### src/rtl/ro_measure_ctrl.sv
// ro_measure_ctrl: keyed ring-oscillator edge counter with single-key or four-key sweep.
module ro_measure_ctrl #(
  parameter int CNT_W  = 16,
  parameter int WIN_W  = 16,
  parameter int SETTLE = 16
) (
  input  logic             clk,
  input  logic             rst,
  input  logic             start,
  input  logic             abort,
  input  logic             sweep,
  input  logic [1:0]       k_sel,
  input  logic [WIN_W-1:0] window,
  input  logic             ro_out,
  output logic             ro_enable,
  output logic [1:0]       ro_k,
  output logic             busy,
  output logic             done,
  output logic             aborted,
  output logic             res_valid,
  output logic [1:0]       res_k,
  output logic [CNT_W-1:0] res_count,
  output logic             res_sat
);
  localparam int SW = $clog2(SETTLE + 1);
  localparam int TW = WIN_W > SW ? WIN_W : SW;
  typedef enum logic [2:0] {S_IDLE, S_LOAD, S_SETL, S_MEAS, S_DRAIN} state_t;
  state_t state, nxt;
  logic go, acc, sw_q, ab, s1, s2, s3, sat, sat_nx, edge_ro;
  logic set_end, meas_end, last_key, fin, end_run;
  logic [1:0] ks_q;
  logic [WIN_W-1:0] win_q, win_last;
  logic [TW-1:0] tmr;
  logic [CNT_W-1:0] cnt, cnt_nx;
  // a start is registered for one cycle in IDLE before LOAD so config is stable
  assign acc = state == S_IDLE && start && !go;
  assign edge_ro = s2 && !s3;
  assign win_last = win_q == '0 ? '0 : win_q - 1'b1;
  assign set_end = tmr == TW'(SETTLE - 1);
  assign meas_end = tmr == TW'(win_last);
  assign last_key = !sw_q || ro_k == 2'd3;
  assign cnt_nx = state == S_MEAS ? cnt + CNT_W'(edge_ro && !(&cnt)) : state == S_DRAIN ? cnt : '0;
  assign sat_nx = state == S_MEAS ? sat || (edge_ro && (&cnt)) : state == S_DRAIN && sat;
  assign fin = state == S_MEAS && meas_end && !abort;
  assign end_run = state == S_DRAIN && nxt == S_IDLE;
  always_comb begin
    nxt = state;
    case (state)
      S_IDLE:  nxt = go ? S_LOAD : S_IDLE;
      S_LOAD:  nxt = abort ? S_DRAIN : S_SETL;
      S_SETL:  nxt = abort ? S_DRAIN : set_end ? S_MEAS : S_SETL;
      S_MEAS:  nxt = abort || meas_end ? S_DRAIN : S_MEAS;
      S_DRAIN: nxt = !set_end ? S_DRAIN : ab || abort || last_key ? S_IDLE : S_LOAD;
      default: nxt = S_IDLE;
    endcase
  end
  always_ff @(posedge clk or posedge rst) begin
    if (rst) begin
      state <= S_IDLE;
      {s1, s2, s3} <= '0;
      go <= 1'b0;
      {sw_q, ks_q, win_q} <= '0;
      tmr <= '0;
      cnt <= '0;
      sat <= 1'b0;
      ab <= 1'b0;
      ro_k <= '0;
      ro_enable <= 1'b0;
      busy <= 1'b0;
      res_valid <= 1'b0;
      res_k <= '0;
      res_count <= '0;
      res_sat <= 1'b0;
      done <= 1'b0;
      aborted <= 1'b0;
    end else begin
      state <= nxt;
      {s1, s2, s3} <= {ro_out, s1, s2};
      go <= acc;
      if (acc) {sw_q, ks_q, win_q} <= {sweep, k_sel, window};
      tmr <= nxt != state ? '0 : tmr + 1'b1;
      cnt <= cnt_nx;
      sat <= sat_nx;
      ab <= go ? 1'b0 : ab || (abort && state != S_IDLE);
      if (nxt == S_LOAD) ro_k <= state == S_IDLE ? (sw_q ? 2'd0 : ks_q) : ro_k + 2'd1;
      ro_enable <= nxt == S_SETL || nxt == S_MEAS;
      busy <= nxt != S_IDLE;
      res_valid <= fin;
      if (fin) begin
        res_k <= ro_k;
        res_count <= cnt_nx;
        res_sat <= sat_nx;
      end
      done <= end_run;
      aborted <= end_run && (ab || abort);
    end
  end
endmodule

### config.mk
export PLATFORM = sky130hd
export DESIGN_NAME = ro_measure_ctrl
export DESIGN_NICKNAME = d
export VERILOG_FILES = /design/src/rtl/ro_measure_ctrl.sv
export SDC_FILE = /design/constraint.sdc
export NUM_CORES = 1
export LEC_CHECK = 0
export BUFFER_PORTS_ARGS = -buffer_cell sky130_fd_sc_hd__buf_2
export CORE_ASPECT_RATIO = 1.2
export CORE_MARGIN = 2
export CORE_UTILIZATION = 45
export CTS_CLUSTER_DIAMETER = 40
export DETAILED_ROUTE_END_ITERATION = 7
export PLACE_DENSITY = 0.72
export SLEW_MARGIN = 20
export SYNTH_ARGS = -nofsm -noshare
export SYNTH_HDL_FRONTEND = slang
export SYNTH_SLANG_ARGS = --single-unit
### constraint.sdc
create_clock -name clk -period 8.7 [get_ports clk]
set_input_delay 0.87 -clock clk [delete_from_list [all_inputs] [get_ports clk]]
set_output_delay 0.87 -clock clk [all_outputs]
set_load 0.05 [all_outputs]
==> results of run 1 <==
[layer usage]
metal	routed length [um]	track usage, %	vias to the layer above	part of all wire, %
li1	-	-	1829	-
met1	4350	23.83	1792	44
met5	0	0	-	0
met3	365	3.080	16	3.7
met4	172	8.826	0	1.7
met2	5014	32.27	83	51
[per-stage QoR]
| step | power (mW) | hold WS (ps) | cells | setup WS [ps] | instance area (um^2) |
|---|---|---|---|---|---|
| floorplan | 1.052 | 331.2 | 498 | 5297 | 4624 |
| global placement | 1.155 | 342.3 | 647 | 4985 | 4921 |
| detailed placement | 1.173 | 337.2 | 647 | 4885 | 4921 |
| CTS | 1.577 | 350.2 | 663 | 4838 | 5231 |
| global route | 1.683 | 370.8 | 663 | 4439 | 5235 |
| finish | 1.568 | 357.0 | 663 | 4820 | 5235 |
[registers in the layout (all words and copies together) (netlist names), 2 cells and up]
name       count
cnt           16
res_count     16
tmr           16
win_q         16
state          3
ks_q           2
res_k          2
ro_k           2
[worst max-delay path: stages (launching register included)]
cell and delay, ps:
dfrtp_1 430, inv_1 120, ha_1 320, nor4b_1 750, and4_1 440, a311oi_1 80, nor3_1 250, a32oi_1 170
a22oi_2 340, nand4_4 410, mux2_4 440
[Yosys cell counts, drive strengths merged (5+ instances only)]
| master | number |
|---|---|
| buf | 6 |
| o31ai | 5 |
| xnor2 | 13 |
| clkbuf | 21 |
| and3 | 10 |
| nor4 | 12 |
| o21ai | 37 |
| and2 | 5 |
| nand2 | 86 |
| ha | 5 |
| or3 | 7 |
| nand4 | 10 |
| dfrtp | 86 |
| a31oi | 9 |
| nand3 | 14 |
| xor2 | 14 |
| inv | 12 |
| mux2 | 19 |
| nor2 | 42 |
| nor3 | 14 |
| a21oi | 19 |
[area by class of cell]
class / instances / area, um^2
Sequential cell: 86 / 2152
Tap cell: 126 / 157.7
Clock buffer: 12 / 256.5
Clock inverter: 4 / 53.80
Fill cell: 908 / 4775
Timing Repair Buffer: 50 / 256.5
Multi-Input combinational cell: 373 / 2312
Inverter: 12 / 46.29
[logic make-up after synthesis]
logic type	count (synthesis)	synth area share [%]
fa+ha+maj	5	1.353
mux	23	6.304
flops	86	46.54
compound gates	91	12.20
xor+xnor	27	5.114
buf+inv	39	3.463
simple gates	227	25.03
[worst min path at each step]
stage	to	cells past startpoint	slack (ps)	startpoint
CTS	s2$_DFF_PP0_	0	350	s1$_DFF_PP0_
global route	s2$_DFF_PP0_	0	370	s1$_DFF_PP0_
floorplan	s2$_DFF_PP0_	0	330	s1$_DFF_PP0_
detailed placement	s2$_DFF_PP0_	0	340	s1$_DFF_PP0_
global placement	s2$_DFF_PP0_	0	340	s1$_DFF_PP0_
finish	s2$_DFF_PP0_	0	360	s1$_DFF_PP0_
[where the power goes]
part / internal, mW / switching (mW) / total (mW)
clock: 0.239 / 0.158 / 0.397
sequential: 0.478 / 0.123 / 0.601
combinational: 0.209 / 0.361 / 0.570
total: 0.926 / 0.642 / 1.57
==> reports/results.txt, run 1 <==
ANT nets after route: 0
Hold Crit Class: reg2reg
routed len/inst: 14.94 um
CP Max Fanout: 19
# diodes: 0
drt via density: 5.611
r2r startpoint: win_q[0]$_DFFE_PP0P_
synth unique cells: 57
top cells by area, synth: dfrtp_1 (47%), nand2_1 (7.0%), o21ai_0 (3.9%)
Final Setup Violations: 0
worst reg2reg path depth: 10
Mean Syn Cell Area: 9.286 um^2
Mapped Area: 4624 um^2
crit start category: register
reg2reg setup slack: 4820 ps
CTS tree: yes
antenna violations before repair: 0
RR Endpoint: res_count[9]$_DFFE_PP0P_
Clock Latency Late Sink: 340 ps
Hold Violations, Final: 0
Post-route DRC: 0
Nets: 561
fmax: 0.2577 GHz
pwr dens: 299.5 nW/um^2
Port Buf Inserts: 49
top_reg_cell synth: dfrtp_1
Ys Warns: 0
worst slew pin tran: 875.2 ps
vias in the first global route: 3599
CP Capture Type: register
total CTS buffers: 9
num ports: 50
Synth area leader: dfrtp_1
crit share post-route: 44.60%
VDD IR max: 0.0001445 V
H-tree depth: 3
Max-slew headroom: 40.83%
clock sinks: 86
layout cells sized above 1: 17.69%
RSZ-0062 raised after global routing: false
Async S/R FF share, synth: 100.0%
Routed WL: 9.902 mm
via count: 3720
Post-CTS Setup Inserts: 0
Worst Path Arrival: 4100 ps
die width: 96.54 um
Root Buffer: clkbuf_16
worst setup path endpoint: res_count[9]$_DFFE_PP0P_
fin util: 52.30%
drt pass-1 iters: 4
clk slew on worst S/H paths: 60 ps
DRT iter0 DRCs: 193
Post-CTS Hold Fix Bufs: 0
Min Clock Period, post-route: 3880 ps
Post-synth EDFFs: 0
setup_tns: 0 ps
maximum buffer depth of the clock tree: 2
commonest non-fill, non-tap cells in the layout: nand2_1 (86), dfrtp_1 (86), buf_2 (49)
first-pass GRT wire length: 16.72 mm
Die ar.: 11110 um^2
post-cts resize count: 0
Synth top area share: 46.54%
initial core utilization: 46.20%
flops & latches, synth: 86
Tot GR Track Use: 19.13%
pin count of the biggest net entering global routing: 87
area delta synth->final: 13.20%
CP startpoint: win_q[0]$_DFFE_PP0P_
Synth Net Count: 527
Layout Skew: 7.880 ps
total congestion overflow: 0
Mapped Cells: 498
core box area: 10010 um^2
max_cap viols: 0
Die Y: 115.1 um
critical path required time: 8920 ps
GPL Wtd Cong: 0.9383
DP HPWL: 7.033 mm
final count of pins violating max slew: 0
status: finished clean
leakage power: 2.485 nW
Placement Rows: 40
sequential fraction of the synthesis area: 46.54%
CP Class: reg2reg
No activity file was read; power rests on OpenSTA's default activity.
==> run 2: changes to the inputs <==
Settings changed: PLACE_DENSITY 0.72 to 0.74.
Clock period 8.7 ns to 3.5 ns, I/O delays scaled along.
==> run 2 against run 1 <==
Net effect: worst hold slack lost 250 ps; clock-buffer cell count shrank 3; clock power grew to 2.7 times the previous value; total power grew to 2.6 times the previous value; utilization grew 1.7 points; final area grew 3.2%; first-iteration DRC count grew 66%; sequential share of layout area shrank 1.3 points; final cell count grew 1.8%; fmax grew 17%; global-route usage grew 0.42 points.
==> reports/results.txt, run 2 (same netlist as run 1, synthesis figures left out) <==
setup_tns: 0 ps
Tot GR Track Use: 19.55%
Root Buffer: clkbuf_16
CP Capture Type: register
final count of pins violating max slew: 0
# diodes: 0
pin count of the biggest net entering global routing: 38
pwr dens: 758.6 nW/um^2
DP HPWL: 7.143 mm
total congestion overflow: 0
clk slew on worst S/H paths: 70 ps
Layout Skew: 8.035 ps
drt pass-1 iters: 4
H-tree depth: 3
routed len/inst: 15.18 um
worst slew pin tran: 651.8 ps
reg2reg setup slack: 190 ps
drt via density: 5.724
ANT nets after route: 0
leakage power: 2.577 nW
VDD IR max: 0.0004902 V
Post-route DRC: 0
Die ar.: 11110 um^2
core box area: 10010 um^2
Die Y: 115.1 um
antenna violations before repair: 0
Hold Crit Class: in2reg
initial core utilization: 46.20%
GPL Wtd Cong: 0.9090
num ports: 50
total CTS buffers: 9
max_cap viols: 0
status: finished clean
Placement Rows: 40
DRT iter0 DRCs: 321
placed insts: 658
Port Buf Inserts: 49
CP Class: reg2reg
first-pass GRT wire length: 17.19 mm
Clock Latency Late Sink: 350 ps
Min Clock Period, post-route: 3312 ps
clock sinks: 86
Nets: 573
layout cells sized above 1: 20.58%
CTS tree: yes
Worst Path Arrival: 3550 ps
crit share post-route: 94.64%
fin cells: 675
Max-slew headroom: 56.55%
Hold Violations, Final: 0
fmax: 0.3019 GHz
via count: 3864
crit start category: register
maximum buffer depth of the clock tree: 2
Final Setup Violations: 0
commonest non-fill, non-tap cells in the layout: nand2_1 (86), dfrtp_1 (86), buf_2 (49)
die width: 96.54 um
vias in the first global route: 3778
critical path required time: 3740 ps
area delta synth->final: 16.80%
CP Max Fanout: 19
Routed WL: 10.25 mm
-- run 2: cell count changes in the layout (fill, tap and decap cells not counted), moves of 2 or more --
cell        previous run  this run
buf_4                  0        11
clkbuf_8               2         0
nor3_1                14        12
nor4_1                10         7
nor4_2                 0         3
nor3_2                 0         2
inv_6                  1         3
clkinvlp_4             2         0
-- run 2: metrics by stage --
stage	util [%]	power, mW	area, um^2	worst slack (ps)	hold WS [ps]
finish	53.96	4.098	5401	187.6	109.3
floorplan	-	2.615	4624	97.05	331.2
CTS	53.60	4.082	5365	63.23	103.0
global placement	50.11	2.930	5016	221.2	336.1
global route	53.96	4.384	5401	-13.78	111.8
detailed placement	50.11	2.980	5016	66.34	344.5
-- run 2: critical path: stages (launching register included) --
cell	delay, ps
dfrtp_1	380
inv_1	100
ha_1	170
buf_4	150
nor4b_1	340
buf_4	220
and4_1	360
a311oi_1	110
nor3_2	190
a32oi_1	160
a22oi_2	340
nand4_4	150
buf_12	210
mux2_4	300
-- run 2: layer usage --
| layer | GRT usage (%) | up-vias | wire length, um |
|---|---|---|---|
| li1 | - | 1863 | - |
| met1 | 23.41 | 1859 | 4337 |
| met2 | 33.56 | 116 | 5152 |
| met3 | 4.325 | 26 | 495 |
| met4 | 8.357 | 0 | 263 |
| met5 | 0 | - | 0 |
-- run 2: power breakdown --
group	total (mW)	internal, mW	switching, mW
registers	1.45	1.19	0.267
clock network	1.08	0.644	0.437
logic	1.56	0.594	0.969
total	4.10	2.43	1.67
-- run 2: area by class of cell --
| cell class | instances | area (um^2) |
|---|---|---|
| clock buffer | 9 | 225.2 |
| clock inverter | 7 | 113.9 |
| fill | 889 | 4608 |
| inverter | 12 | 46.29 |
| multi-input combinational | 373 | 2349 |
| sequential | 86 | 2152 |
| tap | 126 | 157.7 |
| timing repair buffer | 62 | 357.8 |
-- run 2: timing repair --
action	in CTS	in global routing
endpoints found under the setup margin	0	34
hold endpoints to repair	21	0
gates resized for setup	0	7
buffers inserted	0	0
hold buffers	1	0
-- run 2: path summary, 6_finish.rpt --
check,to,from,cells past startpoint
min in group asynchronous,res_count[2]$_DFFE_PP0P_,rst,3
max reg2reg,res_count[4]$_DFFE_PP0P_,win_q[0]$_DFFE_PP0P_,13
max,res_count[4]$_DFFE_PP0P_,win_q[0]$_DFFE_PP0P_,13
min,s1$_DFF_PP0_,ro_out,1
max in group asynchronous,ks_q[1]$_DFFE_PP0P_,rst,4
min reg2reg,s2$_DFF_PP0_,s1$_DFF_PP0_,0
==> run 3: changes to the inputs <==
Settings changed: ABC_AREA set to 1, CELL_PAD_IN_SITES_DETAIL_PLACEMENT set to 1, CELL_PAD_IN_SITES_GLOBAL_PLACEMENT set to 2, CORE_UTILIZATION 45 to 31, CTS_CLUSTER_DIAMETER 40 to 100, PLACE_DENSITY 0.74 to 0.83.
==> run 3 against run 2 <==
Net effect: highest routed layer unchanged; die area up 47%; critical endpoint is now res_count[15]$_DFFE_PP0P_; non-clock buffer count down 9; sequential share of layout area decreased by 0.60 points.
==> reports/results.txt, run 3 <==
Synth area leader: dfrtp_1
CTS tree: yes
Synth Net Count: 643
Post-synth top cells: nand2_1 (190), dfrtp_1 (86), inv_1 (73), nor2_1 (44), nand3_1 (43)
die width: 117.0 um
post-cts resize count: 0
top cells by area, synth: dfrtp_1 (45%), nand2_1 (15%), inv_1 (5.8%)
Hold Slack: 109.5 ps
Mapped Cells: 614
commonest non-fill, non-tap cell in the layout: nand2_1
dpl ws: 589.9 ps
layout cells sized above 1: 15.22%
clk slew on worst S/H paths: 60 ps
Die ar.: 16340 um^2
initial core utilization: 31.63%
Hold Violations, Final: 0
VDD IR max: 0.0002472 V
CP Capture Type: register
total CTS buffers: 9
Min Clock Period, post-route: 2875 ps
CP Class: reg2reg
crit start category: register
DRT iter0 DRCs: 157
count leader, synth: nand2_1
hold-critical path depth: 1
Placement Cell Area: 5181 um^2
leakage power: 2.735 nW
RSZ-0062 raised after global routing: false
commonest non-fill, non-tap cells in the layout: nand2_1 (190), dfrtp_1 (86), inv_1 (72)
antenna violations before repair: 0
flops & latches, synth: 86
Tot GR Track Use: 17.26%
sequential fraction of the synthesis area: 45.30%
# diodes: 0
vias in the first global route: 4458
core box area: 15020 um^2
drt via density: 4.735
maximum buffer depth of the clock tree: 2
Hold Crit Class: in2reg
num ports: 50
hold_sp: ro_out
Die Y: 139.6 um
Layout Skew: 4.732 ps
via count: 4138
Placement Rows: 49
status: finished clean
Max-slew headroom: 33.40%
Root Buffer: clkbuf_16
fmax: 0.3479 GHz
CP Max Fanout: 16
Synth top area share: 45.30%
total congestion overflow: 0
r2r startpoint: win_q[0]$_DFFE_PP0P_
setup_tns: 0 ps
crit share post-route: 82.13%
pwr dens: 698.0 nW/um^2
worst slew pin tran: 996.1 ps
final count of pins violating max slew: 0
Overall Power: 3.828 mW
final worst setup slack: 625.4 ps
area of the multi-input gates: 2205 um^2
critical path required time: 3790 ps
drt pass-1 iters: 4
Post-route DRC: 0
Clock Latency Late Sink: 350 ps
DP HPWL: 10.21 mm
Ys Warns: 0
first-pass GRT wire length: 22.01 mm
Post-CTS Setup Inserts: 0
number of fillers in the final layout: 1870
clock sinks: 86
Final Setup Violations: 0
Post-synth EDFFs: 0
synth unique cells: 43
area delta synth->final: 15.43%
worst reg2reg path depth: 16
Sequential Area: 2152 um^2
pin count of the biggest net entering global routing: 47
Port Buf Inserts: 49
Worst Path Arrival: 3160 ps
Post-CTS Hold Fix Bufs: 0
routed len/inst: 15.04 um
Mean Syn Cell Area: 7.737 um^2
ANT nets after route: 0
CP startpoint: win_q[0]$_DFFE_PP0P_
top_reg_cell synth: dfrtp_1
Mapped Area: 4751 um^2
Routed WL: 13.15 mm
Async S/R FF share, synth: 100.0%
GPL Wtd Cong: 0.8824
Nets: 694
H-tree depth: 3
max_cap viols: 0
fin area: 5484 um^2
## run 3: cell count changes after synthesis, sizes merged, moves of 11 or more
cell	change
nand2	+111
inv	+65
nand3	+31
mux2	-19
clkbuf	-18
xnor2	-11
## run 3: worst paths after layout
kind | to | slack, ps
min in group asynchronous | res_count[12]$_DFFE_PP0P_ | 120
max | res_count[15]$_DFFE_PP0P_ | 630
min reg2reg | s2$_DFF_PP0_ | 370
max reg2reg | res_count[15]$_DFFE_PP0P_ | 630
min | s1$_DFF_PP0_ | 110
max in group asynchronous | tmr[15]$_DFF_PP0_ | 2570
## run 3: report_power, final
part / total, mW / switching [mW] / leakage, nW / internal, mW
clock: 0.991 / 0.395 / 0.147 / 0.596
sequential: 1.34 / 0.166 / 1.15 / 1.17
combinational: 1.50 / 1.06 / 1.44 / 0.434
total: 3.83 / 1.62 / 2.74 / 2.20
## run 3: critical path, stage by stage (launching register included)
cell,delay [ps]
dfrtp_1,360
inv_1,180
ha_1,250
inv_1,70
nor2_1,150
inv_1,80
o21ai_0,270
nand2_1,100
nand2_1,70
nand2_1,70
nor2_1,100
nand2_1,70
nor2_2,130
nand3_4,130
nor3_4,550
nand2_1,130
nand2_1,90
## run 3: through the flow
step	cells	util, %
after CTS	874	36.51
after detailed placement	858	34.49
after floorplan	614	-
final	874	36.51
after global placement	858	34.49
after global routing	874	36.51
## run 3: logic make-up (layout without fill, tap and decap cells)
kind of cell    count (synthesis)  in the layout  synth area share [%]
simple gates                  348            348                 34.29
buf+inv                        91            147                 8.296
flops                          86             86                 45.30
compound gates                 68             68                 7.848
xor+xnor                       16             16                 2.950
fa+ha+maj                       5              5                 1.317
## run 3: layout make-up
| cell class | instances | share of cell area [%] |
|---|---|---|
| clock buffer | 14 | 4.814 |
| sequential | 86 | 39.24 |
| clock inverter | 2 | 0.7073 |
| tap | 204 | 4.654 |
| timing repair buffer | 53 | 5.019 |
| inverter | 78 | 5.362 |
| multi-input combinational | 437 | 40.20 |
## run 3: per-layer routing
layer | GRT usage (%) | vias to the layer above | wire length, um
met5 | 0 | - | 0
met4 | 6.254 | 0 | 237
met3 | 2.308 | 16 | 257
met2 | 31.12 | 50 | 7026
met1 | 20.54 | 1999 | 5627
li1 | - | 2073 | -
